<file path="config.mk">
export PLATFORM = sky130hd
export DESIGN_NAME = pos_onehot_decoder
export DESIGN_NICKNAME = d
export VERILOG_FILES = /design/src/rtl/pos_codec_pkg.sv /design/src/rtl/pos_fifo2.sv /design/src/rtl/pos_onehot_decoder.sv
export SDC_FILE = /design/constraint.sdc
export NUM_CORES = 1
export LEC_CHECK = 0
export ABC_CLOCK_PERIOD_IN_PS = 2400
export CORE_MARGIN = 1.5
export CORE_UTILIZATION = 49
export CTS_CLUSTER_DIAMETER = 60
export CTS_CLUSTER_SIZE = 24
export DETAILED_ROUTE_END_ITERATION = 8
export GPL_ROUTABILITY_DRIVEN = 0
export PLACE_DENSITY_LB_ADDON = 0.12
export SYNTH_ARGS = -nofsm -noshare
export SYNTH_HDL_FRONTEND = slang
export SYNTH_SLANG_ARGS = --single-unit
export TNS_END_PERCENT = 50
</file>
<file path="constraint.sdc">
create_clock -name clk -period 2.4 [get_ports clk]
set_clock_uncertainty 0.2 [all_clocks]
set_input_delay 0.48 -clock clk [delete_from_list [all_inputs] [get_ports clk]]
set_output_delay 0.48 -clock clk [all_outputs]
set_load 0.005 [all_outputs]
</file>
<file path="src/rtl/pos_codec_pkg.sv">
// Shared types for the position-code encoder/decoder pair.
package pos_codec_pkg;

  localparam int POS_W = 2;
  localparam int OUT_W = 1 << POS_W;

  typedef logic [POS_W-1:0] pos_t;
  typedef logic [OUT_W-1:0] onehot_t;

  typedef enum logic {
    IDLE  = 1'b0,
    DRIVE = 1'b1
  } dec_state_e;

  // Expand a position code into its one-hot lane pattern.
  function automatic onehot_t pos_decode(input pos_t pos);
    return onehot_t'(1) << pos;
  endfunction

endpackage

</file>
<file path="src/rtl/pos_fifo2.sv">
// Two-entry synchronous FIFO with 1-bit read/write pointers and an
// occupancy count. Push when full and pop when empty are ignored.
module pos_fifo2 #(
  parameter int W     = 2,
  parameter int DEPTH = 2
) (
  input  logic         clk,
  input  logic         areset,
  input  logic         push_i,
  input  logic         pop_i,
  input  logic [W-1:0] din_i,
  output logic         full_o,
  output logic         empty_o,
  output logic [W-1:0] head_o,
  output logic [1:0]   count_o
);

  if (DEPTH != 2) begin : g_bad_depth
    $error("pos_fifo2: only DEPTH=2 is supported");
  end

  logic [W-1:0] mem_q [2];
  logic         wr_ptr_q;
  logic         rd_ptr_q;
  logic [1:0]   count_q;
  logic [1:0]   count_d;
  logic         do_push;
  logic         do_pop;

  assign full_o  = (count_q == 2'(DEPTH));
  assign empty_o = (count_q == 2'd0);
  assign head_o  = mem_q[rd_ptr_q];
  assign count_o = count_q;

  assign do_push = push_i && !full_o;
  assign do_pop  = pop_i && !empty_o;

  // Occupancy: simultaneous push and pop leave the count unchanged.
  always_comb begin
    count_d = count_q;
    case ({do_push, do_pop})
      2'b10:   count_d = count_q + 2'd1;
      2'b01:   count_d = count_q - 2'd1;
      default: count_d = count_q;
    endcase
  end

  // Storage, pointers and count; reset discards any buffered entries.
  always_ff @(posedge clk or posedge areset) begin
    if (areset) begin
      mem_q[0] <= '0;
      mem_q[1] <= '0;
      wr_ptr_q <= 1'b0;
      rd_ptr_q <= 1'b0;
      count_q  <= 2'd0;
    end else begin
      if (do_push) begin
        mem_q[wr_ptr_q] <= din_i;
        wr_ptr_q        <= ~wr_ptr_q;
      end
      if (do_pop) begin
        rd_ptr_q <= ~rd_ptr_q;
      end
      count_q <= count_d;
    end
  end

endmodule

</file>
<file path="src/rtl/pos_onehot_decoder.sv">
// Buffers position codes in a 2-entry FIFO and drives each one as a
// one-hot strobe for HOLD_CYCLES cycles, back-to-back when codes are queued.
// Handshake: a code transfers on a rising edge when in_valid && in_ready;
// in_ready depends only on registered FIFO occupancy (never on a same-cycle
// pop) and is low while areset is high; in_pos is don't-care otherwise.
module pos_onehot_decoder
  import pos_codec_pkg::*;
#(
  parameter int POS_W       = pos_codec_pkg::POS_W,
  parameter int OUT_W       = pos_codec_pkg::OUT_W,
  parameter int HOLD_CYCLES = 2,
  parameter int DEPTH       = 2
) (
  input  logic             clk,
  input  logic             areset,
  input  logic             in_valid,
  output logic             in_ready,
  input  logic [POS_W-1:0] in_pos,
  output logic             out_valid,
  output logic [OUT_W-1:0] out_onehot,
  output logic             busy,
  output dec_state_e       dbg_state_o
);

  if (OUT_W != (1 << POS_W)) begin : g_bad_out_w
    $error("pos_onehot_decoder: OUT_W must equal 2**POS_W");
  end
  if (HOLD_CYCLES < 1) begin : g_bad_hold
    $error("pos_onehot_decoder: HOLD_CYCLES must be >= 1");
  end

  localparam int CNT_W = $clog2(HOLD_CYCLES + 1);

  dec_state_e       state_q, state_d;
  logic [CNT_W-1:0] hold_q, hold_d;
  logic [OUT_W-1:0] onehot_q, onehot_d;
  logic             valid_q, valid_d;

  logic             fifo_push;
  logic             fifo_pop;
  logic             fifo_full;
  logic             fifo_empty;
  logic [POS_W-1:0] fifo_head;
  logic [1:0]       fifo_count;

  assign in_ready  = !areset && !fifo_full;
  assign fifo_push = in_valid && in_ready;

  pos_fifo2 #(
    .W     (POS_W),
    .DEPTH (DEPTH)
  ) u_fifo (
    .clk     (clk),
    .areset  (areset),
    .push_i  (fifo_push),
    .pop_i   (fifo_pop),
    .din_i   (in_pos),
    .full_o  (fifo_full),
    .empty_o (fifo_empty),
    .head_o  (fifo_head),
    .count_o (fifo_count)
  );

  // Next state: load from the FIFO head when idle or when a hold expires.
  always_comb begin
    state_d  = state_q;
    hold_d   = hold_q;
    onehot_d = onehot_q;
    valid_d  = valid_q;
    fifo_pop = 1'b0;
    case (state_q)
      IDLE: begin
        if (!fifo_empty) begin
          fifo_pop = 1'b1;
          onehot_d = OUT_W'(1) << fifo_head;
          valid_d  = 1'b1;
          hold_d   = CNT_W'(HOLD_CYCLES - 1);
          state_d  = DRIVE;
        end
      end
      DRIVE: begin
        if (hold_q != '0) begin
          hold_d = hold_q - CNT_W'(1);
        end else if (!fifo_empty) begin
          fifo_pop = 1'b1;
          onehot_d = OUT_W'(1) << fifo_head;
          valid_d  = 1'b1;
          hold_d   = CNT_W'(HOLD_CYCLES - 1);
        end else begin
          onehot_d = '0;
          valid_d  = 1'b0;
          state_d  = IDLE;
        end
      end
      default: begin
        onehot_d = '0;
        valid_d  = 1'b0;
        hold_d   = '0;
        state_d  = IDLE;
      end
    endcase
  end

  // State, hold counter and output registers; cleared asynchronously.
  always_ff @(posedge clk or posedge areset) begin
    if (areset) begin
      state_q  <= IDLE;
      hold_q   <= '0;
      onehot_q <= '0;
      valid_q  <= 1'b0;
    end else begin
      state_q  <= state_d;
      hold_q   <= hold_d;
      onehot_q <= onehot_d;
      valid_q  <= valid_d;
    end
  end

  assign out_valid   = valid_q;
  assign out_onehot  = onehot_q;
  assign busy        = (state_q == DRIVE) || (fifo_count != 2'd0);
  assign dbg_state_o = state_q;

endmodule

</file>
# Word-level counts from Yosys, hierarchy flattened
# Index checks and enable logic that the tools add are counted.
op_classes:
  add_sub_neg: 3
  mul: 0
  div_mod_pow: 0
  magnitude_cmp: 3
  n_eq_ne: 5
  shift: 1
  n_mux: 22
  n_bitwise: 5
  n_reduce_logical: 14
op_table:
  columns: ["cell", "n"]
  rows:
  - ["2-to-1 mux 2 bit", 6]
  - ["2-to-1 mux 4 bit", 3]
  - ["case mux 2 bit (2 select lines)", 2]
  - ["case mux 4 bit (2 select lines)", 1]
  - ["case mux 1 bit (2 select lines)", 3]
  - ["nonzero test 2 bit", 3]
  - ["logical AND 1 bit", 5]
  - ["2-to-1 mux 1 bit", 5]
  - ["bitwise mux 4 bit", 1]
  - ["== test 2 bit, second input constant", 2]
  - [">= comparator 2 bit, second input constant", 2]
  - ["inequality test 2 bit, second input constant", 2]
  - ["NOT 1 -> 2 bit", 2]
  - ["left shift 1 x 2 -> 4 bit, first input constant", 1]
  - ["subtractor 2 x 1 -> 2 bit, second input constant", 2]
  - ["zero test 1 bit", 3]
  - ["NOT 1 bit", 3]
  - ["adder 2 x 1 -> 2 bit, second input constant", 1]
  - ["demux 2 bit (select 1 bit)", 1]
  - ["== test 2 x 1 -> 1 bit, second input constant", 1]
  - ["zero test 2 bit", 1]
  - ["less-than comparator 2 x 1 -> 1 bit, second input constant", 1]
  - ["AND reduction 2 bit", 1]
  - ["logical OR 1 bit", 1]
word_totals:
  register_bits: 16
  latchBits: 0
  mem_bits_rw: 0
  mem_bits_ro: 0
  out_inout_bits: 8
  wordCells: 62
  n_memories: 0

# Logic depth before layout (Yosys ltp)
# Gate-level depths: netlist of run 1.
depth:
  ltp_word: 8
  mapped_depth: 7
  depth_no_buf: 6

# By module
# A second synthesis of run 1 with hierarchy kept.
unflattened:
  cells_unflattened: 60
  hier_area_um2: 759.5
modules_own_cells:
  columns: ["mod", "instances", "cells_each", "area_each_um2", "seq_area_each_um2"]
  rows:
  - ["pos_fifo2", 1, 29, 401.6, 200.2]
  - ["pos_onehot_decoder", 1, 31, 357.8, 200.2]

# Least setup slack after synthesis of run 1
# OpenSTA, ideal clock, no wires.
synth_timing:
  path_kind: "register -> register"
  startpoint: "register hold_q[1]"
  endpoint: "register u_fifo.count_q[1], in the netlist u_fifo.count_o[1]"
  setup_ns: 0.079
  t_arrival_ns: 1.382
  t_required_ns: 2.121
  path_slack_ns: 0.739
  stages_incl_launch_ff: 7
  period_less_slack_ns: 1.661
  path_cell_list: "dfrtp_1 -> o21ai_2 -> o21a_1 -> buf_2 -> ha_1 -> nor2_1 -> xor2_1"
synth_between:
  elab_chain_len: 6
  elab_cells_between_ends: 8
  classes_between: "2 x eq/ne; 3 x mux; 3 x reduce/logical"
synth_rtl:
  columns: ["item", "line_no", "source"]
  rows:
  - ["start, declared", "pos_onehot_decoder.sv:35", "logic [CNT_W-1:0] hold_q, hold_d;"]
  - ["start signal, assigned", "pos_onehot_decoder.sv:113", "hold_q <= hold_d;"]
  - ["nonzero test 2 bit *", "pos_onehot_decoder.sv:82", "if (hold_q != '0) begin"]
  - ["2-to-1 mux 1 bit *", "pos_onehot_decoder.sv:82", null]
  - ["case mux 1 bit (2 select lines) *", "pos_onehot_decoder.sv:71", "case (state_q)"]
  - ["logical AND 1 bit *", "pos_fifo2.sv:36", "assign do_pop = pop_i && !empty_o;"]
  - ["via u_fifo.do_pop", "pos_fifo2.sv:28", "logic do_pop;"]
  - ["== test 2 x 1 -> 1 bit or == test 2 bit (tied branches)", "pos_fifo2.sv:41", "case ({do_push, do_pop})"]
  - ["case mux 2 bit (2 select lines) or nonzero test 2 bit (tied branches)", null, null]
  - ["end signal, assigned", "pos_fifo2.sv:64", "count_q <= count_d;"]
  - ["end, declared", "pos_fifo2.sv:25", "logic [1:0] count_q;"]
# Mark *: on every way through the listed nets, which the timed path passes. The rest lies on a longest branch.
# A chain may end at the register's enable or synchronous reset.

# Worst setup path after layout of run 1
layout_timing:
  startpoint: "register u_fifo.count_q[1], in the netlist u_fifo.count_o[1]"
  endpoint: "output busy"
layout_between:
  elab_chain_len: 2
layout_rtl:
  columns: ["item", "line_no", "source"]
  rows:
  - ["nonzero test 2 bit", "pos_onehot_decoder.sv:121", "assign busy = (state_q == DRIVE) || (fifo_count != 2'd0);"]
  - ["logical OR 1 bit", "pos_onehot_decoder.sv:121", null]
  - ["end, declared", "pos_onehot_decoder.sv:21", "output logic busy,"]
# Every way passes these cells.

==> out/summary.txt, run 1 <==
status - finished, final reports clean
Gate power share - 46.0%
vias per cell - 5.31
dominant cells by area after synthesis - dfrtp_1 54%, mux2_2 9.1%, xnor2_1 3.5%
Clk Latency, worst-skew pair - 0.28 ns
Slowest-stage cell, CP - dfrtp_1
Rel. slew slack - 61.5%
CP Capture Type - output pin
final setup TNS - 0 ns
vias in the first global route - 399
antenna cells - 0
final worst path period share - 97.1%
post-synthesis sequential area ratio - 54.1%
critical path peak fanout - 7
Max IR drop VDD - 0.774 mV
internal power - 820 uW
Die Ht - 41.9 um
post-synth cell types - 26
Post-CTS Resized - 0
area occupied by multi-input gates - 315 um2
Fmax - 429 MHz
num rows - 13
via count - 457
Mapped Area - 741 um2
Syn Nets - 63
max cap viols - 0
Crit path required time - 1.72 ns
Post-Route WL - 1.07 mm
CP cell instances - or3_4 -> clkdlybuf4s50_1
CTS Hold Bufs - 0
IO buf count - 12
die width - 41.9 um
Most used DFF post-synth - dfrtp_1
antenna viol nets, final - 0
DP HPWL - 805 um
Util after Layout - 66.8%
EDFF count, synth - 0
Avg Inst Size Synth - 13.0 um2
CTS Buffer Depth - 2
H-tree levels - 1
CP Class - reg -> out
fraction of registers with async set/reset - 100%
P_leak - 0.397 nW
total track usage - 13.8%
core box area - 1350 um2
Yosys top cell area share - 54.1%
Final Setup Violations - 0
Final Slew Violations - 0
Starting DRT DRC Count - 5
initial core utilization - 54.9%
RSZ-0062 raised after global routing - no
sequential power share - 40.1%
Final Hold Viols - 0
DRC Markers - 0
Yosys warnings - 0
CTS Sinks - 16
layout cells sized above 1 - 25.4%
Avg WL per Cell - 12.5 um
Final min period - 2.33 ns
NetSw - 433 uW
root buf cell - clkbuf_4
Clk pin slew, worst setup/hold paths - 0.09 ns
most area-hungry cell type in the Yosys netlist - dfrtp_1
flops & latches, synth - 16
register area - 400 um2
Met1 Routed Length - 561 um
crit-path max cell delay - 0.46 ns
Sw Ratio - 34.5%
GRT Residual Overflow - 0
layout net count - 78
Worst EP arrival - 1.65 ns
largest net degree at the start of global routing - 17
Max Used Layer - met4
CTS tree - done
Hold Path Class - reg -> reg
pwr/cell area - 1390 nW/um2
Worst-Margin Slew - 0.576 ns
Clock power frac - 13.9%
area delta synth->final - 21.8%
met2 WL post-DR - 447 um
Fillers - 95
Post-CTS Setup Inserts - 0
CP startpoint kind - register
IO Pins - 13
DIE AREA - 1750 um2
first-pass GRT wire length - 1.77 mm
CP top delay family - flip-flops
overall power - 1.25 mW
CTS buffer count - 3
initial antenna violation count - 0
Post-Syn Instances - 57
Buf/Inv on CP - 1
Met3 Wirelength - 37 um
drt pass-1 iters - 2
[per-stage QoR]
stage,setup slack (ns),std cells,hold slack [ns],area (um2)
final,0.0703,86,0.295,902
after detailed placement,0.188,82,0.285,866
after global placement,0.202,82,0.261,866
after floorplan,0.739,57,0.194,741
after global routing,0.0213,86,0.313,902
after CTS,0.0657,86,0.306,902
[sequential cells by signal (all words and copies together), names as in the netlist]
signal           count
out_onehot           4
u_fifo.mem_q         4
hold_q               2
u_fifo.count_o       2
dbg_state_o          1
out_valid            1
u_fifo.rd_ptr_q      1
u_fifo.wr_ptr_q      1
[cell families after synthesis]
logic type	after synthesis	share of synthesized area (%)
AND/OR/NAND/NOR	13	11.3
flip-flops	16	54.1
buffers and inverters	4	3.38
XOR/XNOR	5	5.91
AO/OA/AOI/OAI	10	11.8
multiplexers	8	11.8
adder cells (fa/ha/maj)	1	1.69
[cell usage in the layout (no fill, tap or decap), types with 2 or more instances in the layout]
cell type / count
dfrtp_1: 16
clkdlybuf4s50_1: 12
mux2_2: 6
xnor2_1: 3
nor2_1: 3
nand2_1: 3
clkbuf_4: 3
mux2i_1: 2
a32o_1: 2
a32o_2: 2
xor2_1: 2
[layout make-up]
type | count | area share (%)
tap | 15 | 2.08
inverter | 1 | 0.416
timing repair buffer | 13 | 14.1
sequential | 16 | 44.4
multi-input combinational | 37 | 35.0
clock buffer | 4 | 4.02
[synthesized netlist by cell type, types with 2 or more instances]
library cell,number
a32o_1,2
mux2_2,6
nor2_1,3
nand2_1,3
xor2_1,2
dfrtp_1,16
a32o_2,2
buf_2,2
xnor2_1,3
mux2i_1,2
[metal layers]
metal  GRT usage (%)  vias to the layer above
li1                -                      231
met2            18.8                       13
met1            19.5                      209
met4            9.68                        0
met3            2.61                        4
met5               0                        -
[worst register-to-register path, stage by stage (launching register included)]
cell and delay (ns):
dfrtp_1 0.42, o21ai_2 0.21, o21a_1 0.32, ha_1 0.31
nor2_1 0.14, xor2_1 0.14
[power by group through the flow]
stage	Sequential, mW	Clock, mW	Combinational, mW
floorplan	0.477	0	0.457
global placement	0.504	0	0.570
detailed placement	0.508	0	0.580
CTS	0.503	0.179	0.582
global route	0.519	0.197	0.635
finish	0.502	0.175	0.577
[path summary, 6_finish.rpt]
kind / from / to / slack [ns] / cells past startpoint
max: u_fifo.count_o[1]$_DFFE_PP0P_ / busy / 0.07 / 2
min: out_valid$_DFFE_PP0P_ / out_valid$_DFFE_PP0P_ / 0.29 / 1
max reg2reg: hold_q[0]$_DFF_PP0_ / u_fifo.count_o[1]$_DFFE_PP0P_ / 0.59 / 5
min reg2reg: out_valid$_DFFE_PP0P_ / out_valid$_DFFE_PP0P_ / 0.29 / 1
max in group asynchronous: areset / out_onehot[2]$_DFFE_PP0P_ / 1.22 / 2
min in group asynchronous: areset / u_fifo.count_o[1]$_DFFE_PP0P_ / 0.41 / 2
(Power assumes the default switching activity.)
==> run 2, diff against run 1 <==
--- a/config.mk
+++ b/config.mk
@@ -6,7 +6,6 @@
 export NUM_CORES = 1
 export LEC_CHECK = 0
 export ABC_CLOCK_PERIOD_IN_PS = 2400
-export CORE_MARGIN = 1.5
 export CORE_UTILIZATION = 49
 export CTS_CLUSTER_DIAMETER = 60
 export CTS_CLUSTER_SIZE = 24
==> out/summary.txt, run 2 (synthesis gave the netlist of run 1 again) <==
Final Setup Violations - 0 (unchanged)
CP Class - reg -> out
commonest cells after routing, fill and taps aside - 15 x dfrtp_1, 12 x clkdlybuf4s50_1, 6 x mux2_2
final setup TNS - 0 ns (unchanged)
total track usage - 18.2% (+4.4 points)
sequential power share - 40.1% (about the same)
P_leak - 0.396 nW (-0.25%)
Rel. slew slack - 60.7% (-0.86 points)
antenna viol nets, final - 0 (unchanged)
core box area - 1350 um2 (unchanged)
Die Ht - 40.9 um (-2.4%)
first-pass GRT wire length - 1.91 mm (+7.8%)
H-tree levels - 1 (unchanged)
Gate power share - 45.8% (-0.2 points)
DIE AREA - 1670 um2 (-4.7%)
register area - 402 um2 (+0.31%)
CTS Hold Bufs - 0 (unchanged)
most common cell after layout, fill and taps aside - dfrtp_1
CTS tree - done
root buf cell - clkbuf_4
overall power - 1.27 mW (+0.94%)
CTS Sinks - 16 (unchanged)
RSZ-0062 raised after global routing - no
Clock power frac - 14.1% (+0.2 points)
Worst EP arrival - 1.64 ns (about the same)
Final Slew Violations - 0 (unchanged)
Fmax - 431 MHz (+0.51%)
CP startpoint kind - register
Hold Path Class - reg -> reg
Starting DRT DRC Count - 4 (-1)
fin worst setup slack - 0.0821 ns (+0.0118 ns)
die width - 40.9 um (-2.4%)
layout cells sized above 1 - 26.8% (+1.4 points)
largest net degree at the start of global routing - 17 (unchanged)
CP Capture Type - output pin
IO Pins - 13 (unchanged)
Clk Latency, worst-skew pair - 0.29 ns (about the same)
status - finished, final reports clean
Crit path required time - 1.72 ns (about the same)
initial antenna violation count - 0 (unchanged)
vias in the first global route - 445 (+12%)
max cap viols - 0 (unchanged)
Fillers - 95 (unchanged)
final worst path period share - 96.6% (-0.49 points)
pwr/cell area - 1400 nW/um2 (+0.80%)
IO buf count - 12 (unchanged)
DRC Markers - 0 (unchanged)
Avg WL per Cell - 13.7 um (+10%)
Max IR drop VDD - 0.708 mV (-8.5%)
num rows - 13 (unchanged)
area occupied by multi-input gates - 315 um2 (unchanged)
drt pass-1 iters - 4 (+2)
CTS buffer count - 3 (unchanged)
Worst-Margin Slew - 0.589 ns (+0.0129 ns)
CTS Buffer Depth - 2 (unchanged)
Hold WS - 0.298 ns (+0.00335 ns)
Final Hold Viols - 0 (unchanged)
NetSw - 443 uW (+2.4%)
Setup WS pre-CTS - 0.190 ns (+0.00194 ns)
initial core utilization - 54.9% (unchanged)
Clk pin slew, worst setup/hold paths - 0.09 ns (about the same)
Final min period - 2.32 ns (-0.0118 ns)
layout net count - 78 (unchanged)
antenna cells - 0 (unchanged)
area delta synth->final - 22.0%
via count - 489 (+7.0%)
DP HPWL - 854 um (+6.2%)
critical path peak fanout - 7 (unchanged)
vias per cell - 5.69 (+7.0%)
Finished Cell Area - 903 um2 (+0.14%)
GRT Residual Overflow - 0 (unchanged)
internal power - 822 uW (+0.18%)
Sw Ratio - 35.0% (+0.49 points)
Post-Route WL - 1.18 mm (+10%)
DP Area - 866 um2 (unchanged)
-- run 2: final cells by class --
type	count	share of cell area (%)
Inverter	1	0.416
Sequential cell	16	44.5
Multi-Input combinational cell	37	34.9
Timing Repair Buffer	13	14.1
Tap cell	15	2.08
Clock buffer	4	4.02
-- run 2: metal layers --
metal	global-route usage, %	part of all wire (%)	vias up
met5	0	0	-
li1	-	-	234
met2	30.1	46	18
met1	21.0	47	233
met4	7.50	1.9	0
met3	6.52	5.1	4
-- run 2: worst paths after layout --
path,startpoint,to,slack (ns),cells after the start
max,u_fifo.count_o[1]$_DFFE_PP0P_,busy,0.08,2
min,out_valid$_DFFE_PP0P_,out_valid$_DFFE_PP0P_,0.30,1
max reg2reg,hold_q[1]$_DFF_PP0_,u_fifo.count_o[1]$_DFFE_PP0P_,0.57,5
min reg2reg,out_valid$_DFFE_PP0P_,out_valid$_DFFE_PP0P_,0.30,1
max in group asynchronous,areset,u_fifo.count_o[1]$_DFFE_PP0P_,1.18,2
min in group asynchronous,areset,u_fifo.rd_ptr_q$_DFFE_PP0P_,0.41,2
-- run 2: through the flow --
step	std cells	util, %
finish	86	66.9
global route	86	66.9
CTS	86	66.8
detailed placement	82	64.1
global placement	82	64.1
floorplan	57	-
-- run 2: critical path, stage by stage (launching register included) --
cell,delay [ns]
dfrtp_2,0.47
or3_4,0.43
clkdlybuf4s50_1,0.45
-- run 2: repair_timing --
action,4_1_cts,5_1_grt
resized for setup,0,1
setup endpoints to repair,0,1
setup buffers,0,0
-- run 2: power by group through the flow --
stage / Clock (mW) / Sequential (mW) / Combinational [mW]
2_1_floorplan: 0 / 0.477 / 0.457
3_3_place_gp: 0 / 0.501 / 0.565
3_5_place_dp: 0 / 0.512 / 0.577
4_1_cts: 0.183 / 0.506 / 0.585
5_1_grt: 0.193 / 0.528 / 0.645
6_report: 0.178 / 0.507 / 0.580
==> run 3, diff against run 2 <==
--- a/config.mk
+++ b/config.mk
@@ -6,7 +6,7 @@
 export NUM_CORES = 1
 export LEC_CHECK = 0
 export ABC_CLOCK_PERIOD_IN_PS = 2400
-export CORE_UTILIZATION = 49
+export CORE_UTILIZATION = 40
 export CTS_CLUSTER_DIAMETER = 60
 export CTS_CLUSTER_SIZE = 24
 export DETAILED_ROUTE_END_ITERATION = 8
==> out/summary.txt, run 3 (synthesis gave the netlist of run 1 again) <==
Buf/Inv on CP - 1 (unchanged)
Slowest-stage cell, CP - dfrtp_2
Util after Layout - 53.0% (-14 points)
area delta synth->final - 23.6%
CP top delay family - flip-flops
GRT Residual Overflow - 0 (unchanged)
die width - 45.0 um (+10%)
DIE AREA - 2030 um2 (+21%)
largest net degree at the start of global routing - 17 (unchanged)
CTS Sinks - 16 (unchanged)
overall power - 1.26 mW (-0.68%)
critical path peak fanout - 7 (unchanged)
num rows - 15 (+2)
first-pass GRT wire length - 1.95 mm (+1.8%)
CTS tree - done
antenna cells - 0 (unchanged)
final worst path period share - 96.3% (-0.31 points)
RSZ-0062 raised after global routing - no
fin worst setup slack - 0.0896 ns (+0.00750 ns)
Worst-Margin Slew - 0.602 ns (+0.0127 ns)
status - finished, final reports clean
Finished Cell Area - 916 um2 (+1.4%)
CTS Hold Bufs - 0 (unchanged)
core box area - 1730 um2 (+28%)
reg-to-reg endpoint - u_fifo.count_o[1]$_DFFE_PP0P_
final setup TNS - 0 ns (unchanged)
initial core utilization - 42.9% (-12 points)
Final Hold Viols - 0 (unchanged)
vias per cell - 4.98 (-12%)
Starting DRT DRC Count - 7 (+3)
Avg WL per Cell - 11.7 um (-15%)
Final min period - 2.31 ns (-0.00750 ns)
via count - 478 (-2.2%)
Placed Cells - 92 (+12%)
layout net count - 78 (unchanged)
Hold Path Class - reg -> reg
Rel. slew slack - 59.8% (-0.84 points)
R2R depth - 5 (unchanged)
vias in the first global route - 433 (-2.7%)
R2R Setup Slk - 0.58 ns (about the same)
register area - 402 um2 (unchanged)
Setup WS pre-CTS - 0.196 ns (+0.00579 ns)
Die Ht - 45.0 um (+10%)
IO Pins - 13 (unchanged)
Clk Latency, worst-skew pair - 0.29 ns (about the same)
root buf cell - clkbuf_4
total track usage - 14.4% (-3.7 points)
Post-Route WL - 1.12 mm (-5.3%)
Crit path required time - 1.72 ns (about the same)
post-route insts no fill - 96 (+12%)
area occupied by multi-input gates - 315 um2 (unchanged)
layout cells sized above 1 - 26.8% (unchanged)
P_leak - 0.396 nW (unchanged)
CTS buffer count - 3 (unchanged)
initial antenna violation count - 0 (unchanged)
max cap viols - 0 (unchanged)
Final Slew Violations - 0 (unchanged)
DRC Markers - 0 (unchanged)
crit-path max cell delay - 0.46 ns (about the same)
Hold WS - 0.283 ns (-0.0148 ns)
hold depth - 1 (unchanged)
most common cell after layout, fill and taps aside - dfrtp_1
Hold Startpoint - out_valid$_DFFE_PP0P_
DP HPWL - 805 um (-5.8%)
IO buf count - 12 (unchanged)
drt pass-1 iters - 4 (unchanged)
CTS Buffer Depth - 2 (unchanged)
CP Capture Type - output pin
antenna viol nets, final - 0 (unchanged)
DP Area - 878 um2 (+1.4%)
Fmax - 433 MHz (+0.32%)
hold endpoint - out_valid$_DFFE_PP0P_
CP startpoint kind - register
Max IR drop VDD - 0.750 mV (+5.9%)
commonest cells after routing, fill and taps aside - 15 x dfrtp_1, 12 x clkdlybuf4s50_1, 6 x mux2_2
CP Class - reg -> out
H-tree levels - 1 (unchanged)
Fillers - 159 (+67%)
Clk pin slew, worst setup/hold paths - 0.10 ns (about the same)
Worst EP arrival - 1.63 ns (about the same)
Final Setup Violations - 0 (unchanged)
pwr/cell area - 1370 nW/um2 (-2.0%)
reg-to-reg critical path startpoint - hold_q[1]$_DFF_PP0_
CP cell instances - or3_4 -> clkdlybuf4s50_1
run 3: cell counts in the layout (fill, tap and decap cells not counted):
Identical to the previous run, type by type.
run 3: cell type report:
class                           instances  area share, %
Sequential cell                        16           43.9
Multi-Input combinational cell         37           34.4
Timing Repair Buffer                   13           13.9
Clock buffer                            4           3.96
Tap cell                               25           3.42
Inverter                                1          0.410
run 3: worst reg2reg max path: cells and delay by family (launching register included):
family                   cells  cell delay, ns
AO/OA/AOI/OAI                2            0.55
XOR/XNOR                     1            0.15
adder cells (fa/ha/maj)      1            0.30
flip-flops                   1            0.41
AND/OR/NAND/NOR              1            0.13
run 3: power breakdown:
group | leakage, nW | internal, mW | switching (mW)
combinational | 0.182 | 0.334 | 0.241
sequential | 0.193 | 0.396 | 0.107
clock | 0.0210 | 0.0924 | 0.0869
run 3: metal layers:
metal	GRT usage, %	up-vias	wire length (um)
met4	12.7	0	43
met2	18.0	13	466
met5	0	-	0
li1	-	231	-
met1	19.5	229	566
met3	4.80	5	42
run 3: what timing repair did:
action / in CTS / in global routing
endpoints found under the setup margin: 0 / 1
setup buffers: 0 / 0
gates resized for setup: 0 / 1
run 3: how the worst max path moves through the flow:
stage	end	slack (ns)	start	cells past startpoint
6_report	busy	0.09	u_fifo.count_o[1]$_DFFE_PP0P_	2
3_3_place_gp	in_ready	0.20	areset	3
2_1_floorplan	u_fifo.count_o[1]$_DFFE_PP0P_	0.74	hold_q[1]$_DFF_PP0_	6
4_1_cts	busy	0.06	u_fifo.count_o[1]$_DFFE_PP0P_	2
3_5_place_dp	in_ready	0.20	areset	3
5_1_grt	busy	0.03	u_fifo.count_o[1]$_DFFE_PP0P_	2
